<file path="src/rtl/dcache_mem_req_scheduler.sv">
// Round-robin scheduler of MSHR requests onto the single memory request port, with a read-credit limit.
// Latency: req -> memValid one cycle; back-to-back issue on ack. Backpressure: grant/select/valid held until memReqAck.
// Optional DCACHE_MEM_SCHED_PERF_EN adds grant and credit-stall counters; otherwise those ports are tied to 0.
module dcache_mem_req_scheduler #(
    parameter int REQ_NUM         = 2,
    parameter int MAX_OUTSTANDING = 4,
    parameter int CNT_WIDTH       = 32,
    localparam int IDX_W          = $clog2(REQ_NUM),
    localparam int OUT_W          = $clog2(MAX_OUTSTANDING + 1)
) (
    input  logic                 clk,
    input  logic                 rst,
    input  logic [REQ_NUM-1:0]   req,
    input  logic [REQ_NUM-1:0]   reqIsWrite,
    output logic [REQ_NUM-1:0]   grant,
    output logic [IDX_W-1:0]     memInSel,
    output logic                 memValid,
    input  logic                 memReqAck,
    input  logic                 memReadDone,
    output logic [OUT_W-1:0]     outstanding,
    output logic                 errUnderflow,
    output logic [CNT_WIDTH-1:0] perfGrantCount,
    output logic [CNT_WIDTH-1:0] perfCreditStall
);

    typedef enum logic {IDLE, ISSUE} state_t;

    localparam logic [OUT_W:0] MAX_C = (OUT_W + 1)'(MAX_OUTSTANDING);

    state_t               state_q, state_d;
    logic [IDX_W-1:0]     winner_q, winner_d;
    logic                 win_wr_q, win_wr_d;
    logic [IDX_W-1:0]     last_q, last_d;
    logic [REQ_NUM-1:0]   grant_q, grant_d;
    logic [OUT_W-1:0]     out_q, out_d;
    logic                 err_q, err_d;

    logic                 ack_fire, read_acked, done_dec;
    logic [OUT_W:0]       out_inc, out_nxt;
    logic [REQ_NUM-1:0]   elig_idle, elig_re;
    logic [IDX_W:0]       pick_idle, pick_re;

    // Returns {found, index}: first eligible index after 'start', wrapping.
    function automatic logic [IDX_W:0] rr_pick(input logic [REQ_NUM-1:0] elig,
                                                input logic [IDX_W-1:0]   start);
        logic             found;
        logic [IDX_W-1:0] idx;
        found = 1'b0;
        idx   = '0;
        for (int i = 1; i <= REQ_NUM; i++) begin
            int c;
            c = (int'(start) + i) % REQ_NUM;
            if (!found && elig[c]) begin
                found = 1'b1;
                idx   = IDX_W'(c);
            end
        end
        return {found, idx};
    endfunction

    assign ack_fire   = (state_q == ISSUE) && memReqAck;
    assign read_acked = ack_fire && !win_wr_q;
    assign done_dec   = memReadDone && (out_q != '0);
    assign out_inc    = {1'b0, out_q} + (OUT_W + 1)'(read_acked);
    assign out_nxt    = done_dec ? (out_inc - 1'b1) : out_inc;

    // Re-pick after an ack sees the credit already consumed by the acked read.
    always_comb begin
        elig_idle = '0;
        elig_re   = '0;
        for (int i = 0; i < REQ_NUM; i++) begin
            elig_idle[i] = req[i] && (reqIsWrite[i] || ({1'b0, out_q} < MAX_C));
            elig_re[i]   = req[i] && (IDX_W'(i) != winner_q) &&
                           (reqIsWrite[i] || (out_inc < MAX_C));
        end
    end

    assign pick_idle = rr_pick(elig_idle, last_q);
    assign pick_re   = rr_pick(elig_re, winner_q);

    always_comb begin
        state_d  = state_q;
        winner_d = winner_q;
        win_wr_d = win_wr_q;
        last_d   = last_q;
        grant_d  = grant_q;
        out_d    = out_nxt[OUT_W-1:0];
        err_d    = err_q | (memReadDone && (out_q == '0));
        case (state_q)
            IDLE: begin
                if (pick_idle[IDX_W]) begin
                    state_d                         = ISSUE;
                    winner_d                        = pick_idle[IDX_W-1:0];
                    win_wr_d                        = reqIsWrite[pick_idle[IDX_W-1:0]];
                    grant_d                         = '0;
                    grant_d[pick_idle[IDX_W-1:0]]   = 1'b1;
                end
            end
            ISSUE: begin
                if (memReqAck) begin
                    last_d = winner_q;
                    if (pick_re[IDX_W]) begin
                        winner_d                    = pick_re[IDX_W-1:0];
                        win_wr_d                    = reqIsWrite[pick_re[IDX_W-1:0]];
                        grant_d                     = '0;
                        grant_d[pick_re[IDX_W-1:0]] = 1'b1;
                    end else begin
                        state_d = IDLE;
                        grant_d = '0;
                    end
                end else if (!req[winner_q]) begin
                    state_d = IDLE;
                    grant_d = '0;
                end
            end
            default: begin
                state_d = IDLE;
                grant_d = '0;
            end
        endcase
    end

    always_ff @(posedge clk or negedge rst) begin
        if (!rst) begin
            state_q  <= IDLE;
            winner_q <= '0;
            win_wr_q <= 1'b0;
            last_q   <= IDX_W'(REQ_NUM - 1);
            grant_q  <= '0;
            out_q    <= '0;
            err_q    <= 1'b0;
        end else begin
            state_q  <= state_d;
            winner_q <= winner_d;
            win_wr_q <= win_wr_d;
            last_q   <= last_d;
            grant_q  <= grant_d;
            out_q    <= out_d;
            err_q    <= err_d;
        end
    end

    assign grant        = grant_q;
    assign memInSel     = winner_q;
    assign memValid     = (state_q == ISSUE);
    assign outstanding  = out_q;
    assign errUnderflow = err_q;

`ifdef DCACHE_MEM_SCHED_PERF_EN
    logic [CNT_WIDTH-1:0] perf_grant_q, perf_stall_q;
    logic                 stall_cond;

    // A read is stalled only by credits when the counter sits at the limit.
    assign stall_cond = (|(req & ~reqIsWrite)) && ({1'b0, out_q} == MAX_C);

    always_ff @(posedge clk or negedge rst) begin
        if (!rst) begin
            perf_grant_q <= '0;
            perf_stall_q <= '0;
        end else begin
            if (ack_fire)   perf_grant_q <= perf_grant_q + 1'b1;
            if (stall_cond) perf_stall_q <= perf_stall_q + 1'b1;
        end
    end

    assign perfGrantCount  = perf_grant_q;
    assign perfCreditStall = perf_stall_q;
`else
    assign perfGrantCount  = '0;
    assign perfCreditStall = '0;
`endif

endmodule

</file>
<file path="config.mk">
export PLATFORM = sky130hd
export DESIGN_NAME = dcache_mem_req_scheduler
export DESIGN_NICKNAME = d
export VERILOG_FILES = /design/src/rtl/dcache_mem_req_scheduler.sv
export SDC_FILE = /design/constraint.sdc
export NUM_CORES = 1
export LEC_CHECK = 0
export CAP_MARGIN = 5
export CORE_ASPECT_RATIO = 1.1
export CORE_MARGIN = 3
export CORE_UTILIZATION = 29
export DETAILED_ROUTE_END_ITERATION = 10
export PLACE_DENSITY_LB_ADDON = 0.3
export SYNTH_ARGS = -nofsm -noshare
export SYNTH_HDL_FRONTEND = slang
export SYNTH_SLANG_ARGS = --single-unit
</file>
<file path="constraint.sdc">
create_clock -name clk -period 2.15 [get_ports clk]
set_input_delay 0.215 -clock clk [delete_from_list [all_inputs] [get_ports clk]]
set_output_delay 0.215 -clock clk [all_outputs]
set_load 0.05 [all_outputs]
</file>
# After elaboration in Yosys (flattened, before gate mapping)
# Index checks and enable logic that the tools add are counted.
# word_totals
memories	0
romBits	0
input_bits	8
latchBits	0
register_bits	10
ramBits	0
elab_cells	110
# classes
reduce_logical	26
n_eq_ne	4
mux	49
addsub	6
order_cmp	11
bitwise_logic	7
shift	0
div	0
n_mul	0
# ops
cell	n
two-way mux 1 bit	38
logical AND 1 bit	14
less-than comparator 2 x 3 -> 1 bit, second input constant	4
two-way mux 2 bit	4
less-than comparator 1 x 2 -> 1 bit, second input constant	3
one-hot mux 1 bit (2 select lines)	3
adder 1 bit, second input constant	4
adder 3 x 1 -> 4 bit	1
AND 1 bit, first input constant	4
logical OR 1 bit	4
less-than comparator 4 x 3 -> 1 bit, second input constant	1
!= test 2 bit, second input constant	2
one-hot mux 2 bit (2 select lines)	1
AND reduction 2 bit	2
zero test 1 bit	3
zero test 3 bit	1
less-than comparator 3 bit, second input constant	1
two-way mux 3 bit	1
!= test 3 bit, second input constant	1
AND reduction 3 bit	1
nonzero test 3 bit	1
subtractor 3 x 1 -> 3 bit, second input constant	1
demux 1 bit (select 1 bit)	2
greater-or-equal comparator 1 bit, second input constant	2
other kinds (3)	4

# Depth between registers and ports, before layout
# Gate-level depths: netlist of the first run.
# logic_depth
depth_word	20
depth_mapped	10
ltp_nobuf	10

# Worst setup path after synthesis of the first run
# OpenSTA, ideal clock, no wires.
# synth_path
kind	register to register
from	register state_q, in the netlist memValid
to	register grant_q[0], in the netlist grant[0]
path_stages_with_launch	9
arrival_ns	2.269
path_slack_ns	-0.244
t_required_ns	2.025
n_path_buf	0
period_less_slack_ns	2.394
path_cell_list	dfrtp_1 > nand2_1 > nor2_1 > ha_1 > ha_1 > a21boi_1 > a211o_2 > a22o_1 > mux2_4
# synth_between
elab_chain_cells	20
# synth_rtl
item	line_no	source
start: declaration	30	state_t state_q, state_d;
start signal: assignment	133	state_q <= state_d;
logical AND 1 bit	61	assign ack_fire = (state_q == ISSUE) && memReqAck;
logical AND 1 bit	62	assign read_acked = ack_fire && !win_wr_q;
adder 3 x 1 -> 4 bit	64	assign out_inc = {1'b0, out_q} + (OUT_W + 1)'(read_acked);
less-than comparator 4 x 3 -> 1 bit	74	(reqIsWrite[i] || (out_inc < MAX_C));
logical OR 1 bit	74	
logical AND 1 bit	73	elig_re[i] = req[i] && (IDX_W'(i) != winner_q) &&
two-way mux 1 bit (not written as such) (3 in a row)	53	if (!found && elig[c]) begin
two-way mux 1 bit	53	
[... 2 more ...]	-	
two-way mux 1 bit	53	
less-than comparator 1 x 2 -> 1 bit (not written as such) / greater-or-equal comparator 1 bit (equally long branches)	106	grant_d[pick_re[IDX_W-1:0]] = 1'b1;
logical AND 1 bit (not written as such)	106	
two-way mux 1 bit (not written as such)	106	
demux 1 bit (select 1 bit)	106	
two-way mux 2 bit	102	if (pick_re[IDX_W]) begin
two-way mux 2 bit	100	if (memReqAck) begin
one-hot mux 2 bit (2 select lines)	89	case (state_q)
end signal: assignment	137	grant_q <= grant_d;
end: declaration	34	logic [REQ_NUM-1:0] grant_q, grant_d;
# Parallel ways exist; a longest one is shown, timed or not. The select of a mux whose other input is x is not followed.
# A chain may end at the register's enable or synchronous reset.

# Final worst setup path of the first run
# Ends and elaborated chain as after synthesis.

==> implementation parameters, run 1 <==
Parameter                              Value

Logic synthesis
  Post-Synth Simple-Gate Area ... 0.101
  Yosys synthesis warning count ... 0
  Area share of xor/xnor cells in the synthesized design ... 0.0148
  Synth Cell Area ... 0.00118 mm2
  Mux cell area share after synthesis ... 0.0222
  Synthesized netlist cell count ... 137
  Largest family of logic cells by synthesized area ... buffers and inverters
  Avg Cell Area, Syn ... about 8.6 um2
  Area share of the leading cell type in the synthesized netlist ... 0.406
  Unique cell type count in the Yosys netlist ... 39
  Post-synthesis compound-gate area fraction ... 0.177
  Top post-synthesis cells by area ... sky130_fd_sc_hd__buf_4 41%, sky130_fd_sc_hd__dfrtp_1 19%, sky130_fd_sc_hd__ha_1 3.2%, sky130_fd_sc_hd__nand2_1 2.5%, sky130_fd_sc_hd__dfstp_2 2.2%
  Share of synthesized cell area in full adder, half adder and majority cells ... 0.0317
  Register area share after synthesis ... 0.213
  Number of register bits inferred by synthesis ... 10
  Cell taking the most area after synthesis ... sky130_fd_sc_hd__buf_4

Detailed routing
  Drt drc ... 0
  Count of antenna-violating nets left after detailed routing ... 0
  DR top layer ... met4
  Wire length on met1 ... 706 um
  Routed wire length on met3 ... between 200 and 250 um
  Number of vias after detailed routing ... 775
  Detailed router's first-iteration violation count ... 39
  Vias per Instance ... 3.73
  First-pass detailed-route iteration total ... 4
  Metal2 WL ... 1010 um
  Total wire length after detailed routing ... around 2000 um
  Wire length per cell after detailed routing ... ~9.6 um

Final layout
  Area occupied by multi-input gates ... between 600 and 700 um2
  Count of filler cells inserted in the layout ... roughly 420
  Final Instance Area ... 0.00123 mm2
  Share of post-route cells with drive strength above 1 ... 0.139
  Core utilization of the finished layout ... 0.327
  Growth of design area from synthesis to finish ... 4.23%
  Number of inserted diodes ... 0
  Number of nets in the layout ... 170
  Area taken by flip-flops and latches ... ~250 um2

Die
  Number of rows in the core area ... 23
  I/O pin count ... 80
  Die Y ... 73.0 um
  Starting Density ... 0.314
  Die area ... around 0.0049 mm2
  Core Region ... approximately 0.0038 mm2
  Horizontal die dimension ... 66.9 um

CTS
  CTS Root Cell ... sky130_fd_sc_hd__clkbuf_8
  Hold Buf Count CTS ... 0
  Clock Sink Count ... 10
  CTS Buf Count ... 3
  TritonCTS clock tree ... yes
  Buffer count from post-CTS setup fixing ... 0
  Later-pin clock latency in the skew report ... 0.23 ns
  Maximum root-to-sink buffer count ... 2
  CTS clock-pin slew for the worst setup and hold paths ... roughly 0.050 ns
  Maximum level of the CTS H-tree ... 1

Setup path
  Data required time at the worst endpoint ... 2.27 ns
  Critical path startpoint category ... register
  Worst path arrival time ... 2.16 ns
  Largest fanout of any net on the critical path ... 7
  CP Capture Type ... register
  Type of the setup path with the least slack ... reg -> reg

Place
  Area after detailed placement ... 0.00118 mm2
  Final Wtd Congestion ... 0.842
  Total of buffers placed on input and output ports ... 15
  Half-perimeter wire length after placement ... about 1700 um
  Worst setup timing slack at the placement stage ... -0.129 ns

Timing
  Final Max Slew Viols ... 0
  RSZ-0062 raised after global routing ... false
  Share of the clock period used by the worst path after layout ... 0.951
  Hold Vio Cnt, Final ... 0
  Post-Route Setup TNS ... 0 ns
  Setup slack after layout ... 0.105 ns
  Maximum achievable frequency ... 0.489 GHz
  Number of setup violations in the final report ... 0
  Max_slew headroom ... 0.663
  Final Critical Period ... 2.05 ns
  Slew at the pin closest to its max-slew limit ... just over 0.5 ns
  Skew final ... 0.000359 ns

GRT
  Overall overflow remaining after global route ... 0
  Initial antenna violation count ... 0
  GRT Resource Usage Total ... 0.0814
  First-pass GRT wire length ... 2950 um
  Via count of the first global-routing pass ... 634
  Maximum number of pins on one net before global-route repair ... 12

Power
  Total chip power ... 1.75 mW
  P_leak ... around 0.63 nW
  Total power density per cell area ... 1420 mW/mm2
  Largest voltage drop on the vdd net ... 0.231 mV

Outcome
  Result of the run ... complete, no violations

Run
  Max-capacitance violation count ... 0

Worst hold path
  Worst Hold Class ... in -> async
worst max-delay path: stages (launching register included):
cell and delay, ns:
sky130_fd_sc_hd__dfrtp_2 0.45, sky130_fd_sc_hd__nand2_4 0.08, sky130_fd_sc_hd__nor2_1 0.04, sky130_fd_sc_hd__ha_1 0.20
sky130_fd_sc_hd__ha_2 0.19, sky130_fd_sc_hd__a21boi_2 0.16, sky130_fd_sc_hd__a211o_2 0.34, sky130_fd_sc_hd__a22o_1 0.21
sky130_fd_sc_hd__mux2_4 0.26
stage by stage:
stage          instances  hold slack [ns]
4_1_cts              208            0.310
2_1_floorplan        200          -0.0806
6_report             208            0.303
3_5_place_dp         204            0.452
3_3_place_gp         204            0.445
5_1_grt              208            0.351
cells in the mapped netlist:
library cell,n
sky130_fd_sc_hd__a2111o_1,1
sky130_fd_sc_hd__a211o_2,1
sky130_fd_sc_hd__a211oi_1,2
sky130_fd_sc_hd__a211oi_2,1
sky130_fd_sc_hd__a21boi_1,1
sky130_fd_sc_hd__a21o_1,1
sky130_fd_sc_hd__a21o_2,1
sky130_fd_sc_hd__a21oi_1,2
sky130_fd_sc_hd__a21oi_2,1
sky130_fd_sc_hd__a21oi_4,1
sky130_fd_sc_hd__a22o_1,1
sky130_fd_sc_hd__a22oi_1,2
sky130_fd_sc_hd__a32oi_1,1
sky130_fd_sc_hd__and3b_1,1
sky130_fd_sc_hd__buf_4,64
sky130_fd_sc_hd__buf_6,1
sky130_fd_sc_hd__conb_1,1
sky130_fd_sc_hd__dfrtp_1,9
sky130_fd_sc_hd__dfstp_2,1
sky130_fd_sc_hd__ha_1,3
sky130_fd_sc_hd__inv_1,7
sky130_fd_sc_hd__mux2_2,1
sky130_fd_sc_hd__mux2_4,1
sky130_fd_sc_hd__nand2_1,8
sky130_fd_sc_hd__nand2b_1,2
sky130_fd_sc_hd__nand3_1,2
sky130_fd_sc_hd__nand3b_1,1
sky130_fd_sc_hd__nor2_1,5
sky130_fd_sc_hd__nor2b_4,1
sky130_fd_sc_hd__nor3_1,2
sky130_fd_sc_hd__nor3b_1,1
sky130_fd_sc_hd__o211a_1,1
sky130_fd_sc_hd__o21ai_0,2
sky130_fd_sc_hd__o21bai_1,1
sky130_fd_sc_hd__o221ai_1,1
sky130_fd_sc_hd__o22a_2,1
sky130_fd_sc_hd__o22ai_1,1
sky130_fd_sc_hd__o41ai_2,1
sky130_fd_sc_hd__xnor2_1,2
layout make-up:
class                           instances  area share
Multi-Input combinational cell        118       0.538
Timing Repair Buffer                   19       0.148
Clock buffer                            4      0.0365
Inverter                                7      0.0213
Tap cell                               50      0.0508
Sequential cell                        10       0.205
state kept, by name, indices dropped and copies added, names as in the netlist:
signal / cells
outstanding: 3
memValid: 1
last_q: 1
errUnderflow: 1
win_wr_q: 1
grant: 2
memInSel: 1
cell usage in the layout (no fill, tap or decap), types with 2 or more instances in the layout:
| master | n |
|---|---|
| sky130_fd_sc_hd__clkdlybuf4s50_1 | 14 |
| sky130_fd_sc_hd__buf_4 | 4 |
| sky130_fd_sc_hd__nand3_1 | 2 |
| sky130_fd_sc_hd__nor2_1 | 5 |
| sky130_fd_sc_hd__dfrtp_1 | 8 |
| sky130_fd_sc_hd__nand2b_1 | 2 |
| sky130_fd_sc_hd__a211oi_1 | 2 |
| sky130_fd_sc_hd__xnor2_1 | 2 |
| sky130_fd_sc_hd__clkbuf_8 | 3 |
| sky130_fd_sc_hd__inv_1 | 7 |
| sky130_fd_sc_hd__a21oi_1 | 2 |
| sky130_fd_sc_hd__nand2_1 | 7 |
| sky130_fd_sc_hd__o21ai_0 | 2 |
| sky130_fd_sc_hd__conb_1 | 64 |
| sky130_fd_sc_hd__nor3_1 | 2 |
| sky130_fd_sc_hd__ha_1 | 2 |
| sky130_fd_sc_hd__a22oi_1 | 2 |
report_power, final:
| part | total, mW | switching [mW] | internal, mW |
|---|---|---|---|
| clock network | 0.199 | 0.0695 | 0.129 |
| logic | 1.16 | 0.773 | 0.391 |
| registers | 0.391 | 0.106 | 0.285 |
timing repair:
action                                  CTS  global route
hold endpoints to repair                  0             0
resized for setup                         0             2
endpoints found under the setup margin    0             2
per-layer routing:
| layer | vias to the layer above | global-route usage |
|---|---|---|
| met5 | - | 0 |
| met2 | 47 | 0.134 |
| met4 | 0 | 0.0631 |
| met1 | 347 | 0.0852 |
| li1 | 374 | - |
| met3 | 7 | 0.0247 |
worst paths after layout:
kind,start,end,cells after the start,slack [ns]
worst max-delay path,memValid,grant[0],8,0.10
worst min-delay path,rst,outstanding[2],1,0.30
worst max register to register,memValid,grant[0],8,0.10
worst min register to register,errUnderflow,errUnderflow,1,0.46
max in group asynchronous,rst,memValid,1,1.50
min in group clk,memReqAck,memValid,4,0.37
cell families (layout without fill, tap and decap cells):
family	Yosys count	in the layout
AOI/OAI and AO/OA	24	24
xor gates and xnor gates	2	2
adders and majority gates	3	3
buffers and inverters	72	30
DFF	10	10
muxes	2	2
other	1	64
and+or+nand+nor	23	23
Note: power is estimated with default switching activity, not from simulation.
==> run 2: changes to the inputs <==
Settings changed: GPL_TIMING_DRIVEN from default to 0.
==> implementation parameters, run 2 (same netlist as run 1, synthesis figures left out) <==
Parameter                              Value

Setup path
  Worst path arrival time ... 2.15 ns (about the same)
  Slowest cell delay on critical path ... 0.43 ns (-0.02 ns)
  Chain of cells forming the critical path ... nand2_4 -> nor2_1 -> ha_1 -> ha_2 -> a21boi_2 -> a211o_2 -> a22o_1 -> mux2_4
  Largest fanout of any net on the critical path ... 5 (-2)
  CP Capture Type ... register
  Type of the setup path with the least slack ... reg -> reg
  Data required time at the worst endpoint ... 2.26 ns (about the same)
  Critical path startpoint category ... register
  Cell with the largest stage delay on the worst path ... sky130_fd_sc_hd__dfrtp_2

Detailed routing
  Total wire length after detailed routing ... 2190 um (+9.1%)
  Wire length per cell after detailed routing ... 8.04 um (-17%)
  Count of antenna-violating nets left after detailed routing ... 0 (unchanged)
  First-pass detailed-route iteration total ... 4 (unchanged)
  Number of vias after detailed routing ... 914 (+18%)
  Vias per Instance ... 3.36 (-9.8%)
  Detailed router's first-iteration violation count ... 67 (+72%)
  Drt drc ... 0 (unchanged)

Timing
  Hold Vio Cnt, Final ... 0 (unchanged)
  Post-Route Setup TNS ... 0 ns (unchanged)
  Maximum achievable frequency ... 0.489 GHz (about the same)
  Max_slew headroom ... 0.662 (-0.00127)
  Slew at the pin closest to its max-slew limit ... 0.506 ns (+0.00190 ns)
  Share of the clock period used by the worst path after layout ... 0.950 (about the same)
  RSZ-0062 raised after global routing ... false
  Skew final ... 0.00722 ns (+0.00686 ns)
  Worst slack on hold paths ... 0.293 ns (-0.00954 ns)
  Final Max Slew Viols ... 0 (unchanged)
  Number of setup violations in the final report ... 0 (unchanged)
  Final Critical Period ... 2.04 ns (-0.00177 ns)

Power
  P_leak ... 0.978 nW (+56%)
  Total chip power ... 1.87 mW (+6.6%)
  Largest voltage drop on the vdd net ... 0.282 mV (+22%)
  Total power density per cell area ... 1090 mW/mm2 (-24%)

GRT
  Initial antenna violation count ... 0 (unchanged)
  Maximum number of pins on one net before global-route repair ... 11 (-1)
  Overall overflow remaining after global route ... 0 (unchanged)
  Via count of the first global-routing pass ... 747 (+18%)
  GRT Resource Usage Total ... 0.0852 (+0.00379)
  First-pass GRT wire length ... 3150 um (+7.0%)

CTS
  Hold Buf Count CTS ... 0 (unchanged)
  TritonCTS clock tree ... yes
  CTS clock-pin slew for the worst setup and hold paths ... 0.05 ns (about the same)
  Clock Sink Count ... 10 (unchanged)
  CTS Root Cell ... sky130_fd_sc_hd__clkbuf_8
  Maximum root-to-sink buffer count ... 2 (unchanged)
  Maximum level of the CTS H-tree ... 1 (unchanged)
  Later-pin clock latency in the skew report ... 0.24 ns (about the same)
  CTS Buf Count ... 3 (unchanged)

Die
  Starting Density ... 0.314 (unchanged)
  I/O pin count ... 80 (unchanged)
  Horizontal die dimension ... 66.9 um (unchanged)
  Core Region ... 0.00377 mm2 (unchanged)
  Die Y ... 73.0 um (unchanged)
  Number of rows in the core area ... 23 (unchanged)
  Die area ... 0.00488 mm2 (unchanged)

Final layout
  Most common cell after layout, fill and taps aside ... sky130_fd_sc_hd__buf_4
  Number of flip-flops in the largest register ... 3 (unchanged)
  Commonest non-fill, non-tap cells in the layout ... 67 x sky130_fd_sc_hd__buf_4, 64 x sky130_fd_sc_hd__conb_1, 14 x sky130_fd_sc_hd__clkdlybuf4s50_1
  Share of post-route cells with drive strength above 1 ... 0.387 (+0.248)
  Number of nets in the layout ... 234 (+38%)
  Growth of design area from synthesis to finish ... 45.2%
  Number of inserted diodes ... 0 (unchanged)

Place
  Final Wtd Congestion ... 0.843 (about the same)
  Half-perimeter wire length after placement ... 1880 um (+12%)
  Total of buffers placed on input and output ports ... 15 (unchanged)

Run
  Max-capacitance violation count ... 0 (unchanged)

Outcome
  Result of the run ... complete, no violations

Worst hold path
  Worst Hold Class ... in -> async
[run 2: cell types whose count changed in the layout (fill, tap and decap cells not counted), sizes merged]
cell,change
buf,+64
[run 2: repair_timing]
action	CTS	global route
buffers inserted	0	3
endpoints found under the setup margin	0	3
resized for setup	0	2
[run 2: stage by stage]
stage | cells | instance area (um2) | setup WS, ns | util
finish | 272 | 1720 | 0.107 | 0.455
global route | 272 | 1720 | 0.0213 | 0.455
CTS | 269 | 1690 | 0.0477 | 0.448
detailed placement | 265 | 1640 | -0.189 | 0.436
global placement | 265 | 1640 | -0.203 | 0.436
floorplan | 200 | 1430 | 0.0223 | -
[run 2: worst paths after layout]
| kind | startpoint | endpoint | slack (ns) | cells past startpoint |
|---|---|---|---|---|
| max in group asynchronous | rst | last_q | 1.51 | 1 |
| min in group clk | memReqAck | memValid | 0.37 | 4 |
| max reg2reg | memValid | grant[0] | 0.11 | 8 |
| max | memValid | grant[0] | 0.11 | 8 |
| min | rst | outstanding[2] | 0.29 | 1 |
| min reg2reg | errUnderflow | errUnderflow | 0.46 | 1 |
[run 2: where the power goes]
group          internal [mW]  switching (mW)  leakage [nW]
Combinational          0.487           0.815         0.840
Clock                  0.129          0.0701        0.0228
Sequential             0.285          0.0818         0.115
Total                  0.902           0.967         0.978
[run 2: layout make-up]
cell class	count	area [um2]
Sequential cell	10	253
Tap cell	50	62.6
Timing Repair Buffer	18	175
Multi-Input combinational cell	118	663
Buffer	65	492
Clock buffer	4	45.0
Fill cell	389	2050
Inverter	7	26.3
[run 2: per-layer routing]
layer	GRT usage	vias to the layer above	share of wire
met3	0.0154	4	0.10
met1	0.0965	362	0.38
li1	-	502	-
met4	0.0766	0	0.025
met2	0.134	46	0.49
met5	0	-	0
[run 2: critical path: cells and delay by family (launching register included)]
kind | cells | cell delay, ns
AND/OR/NAND/NOR | 2 | 0.13
multiplexers | 1 | 0.26
flip-flops | 1 | 0.43
AO/OA/AOI/OAI | 3 | 0.70
adder cells (fa/ha/maj) | 2 | 0.39
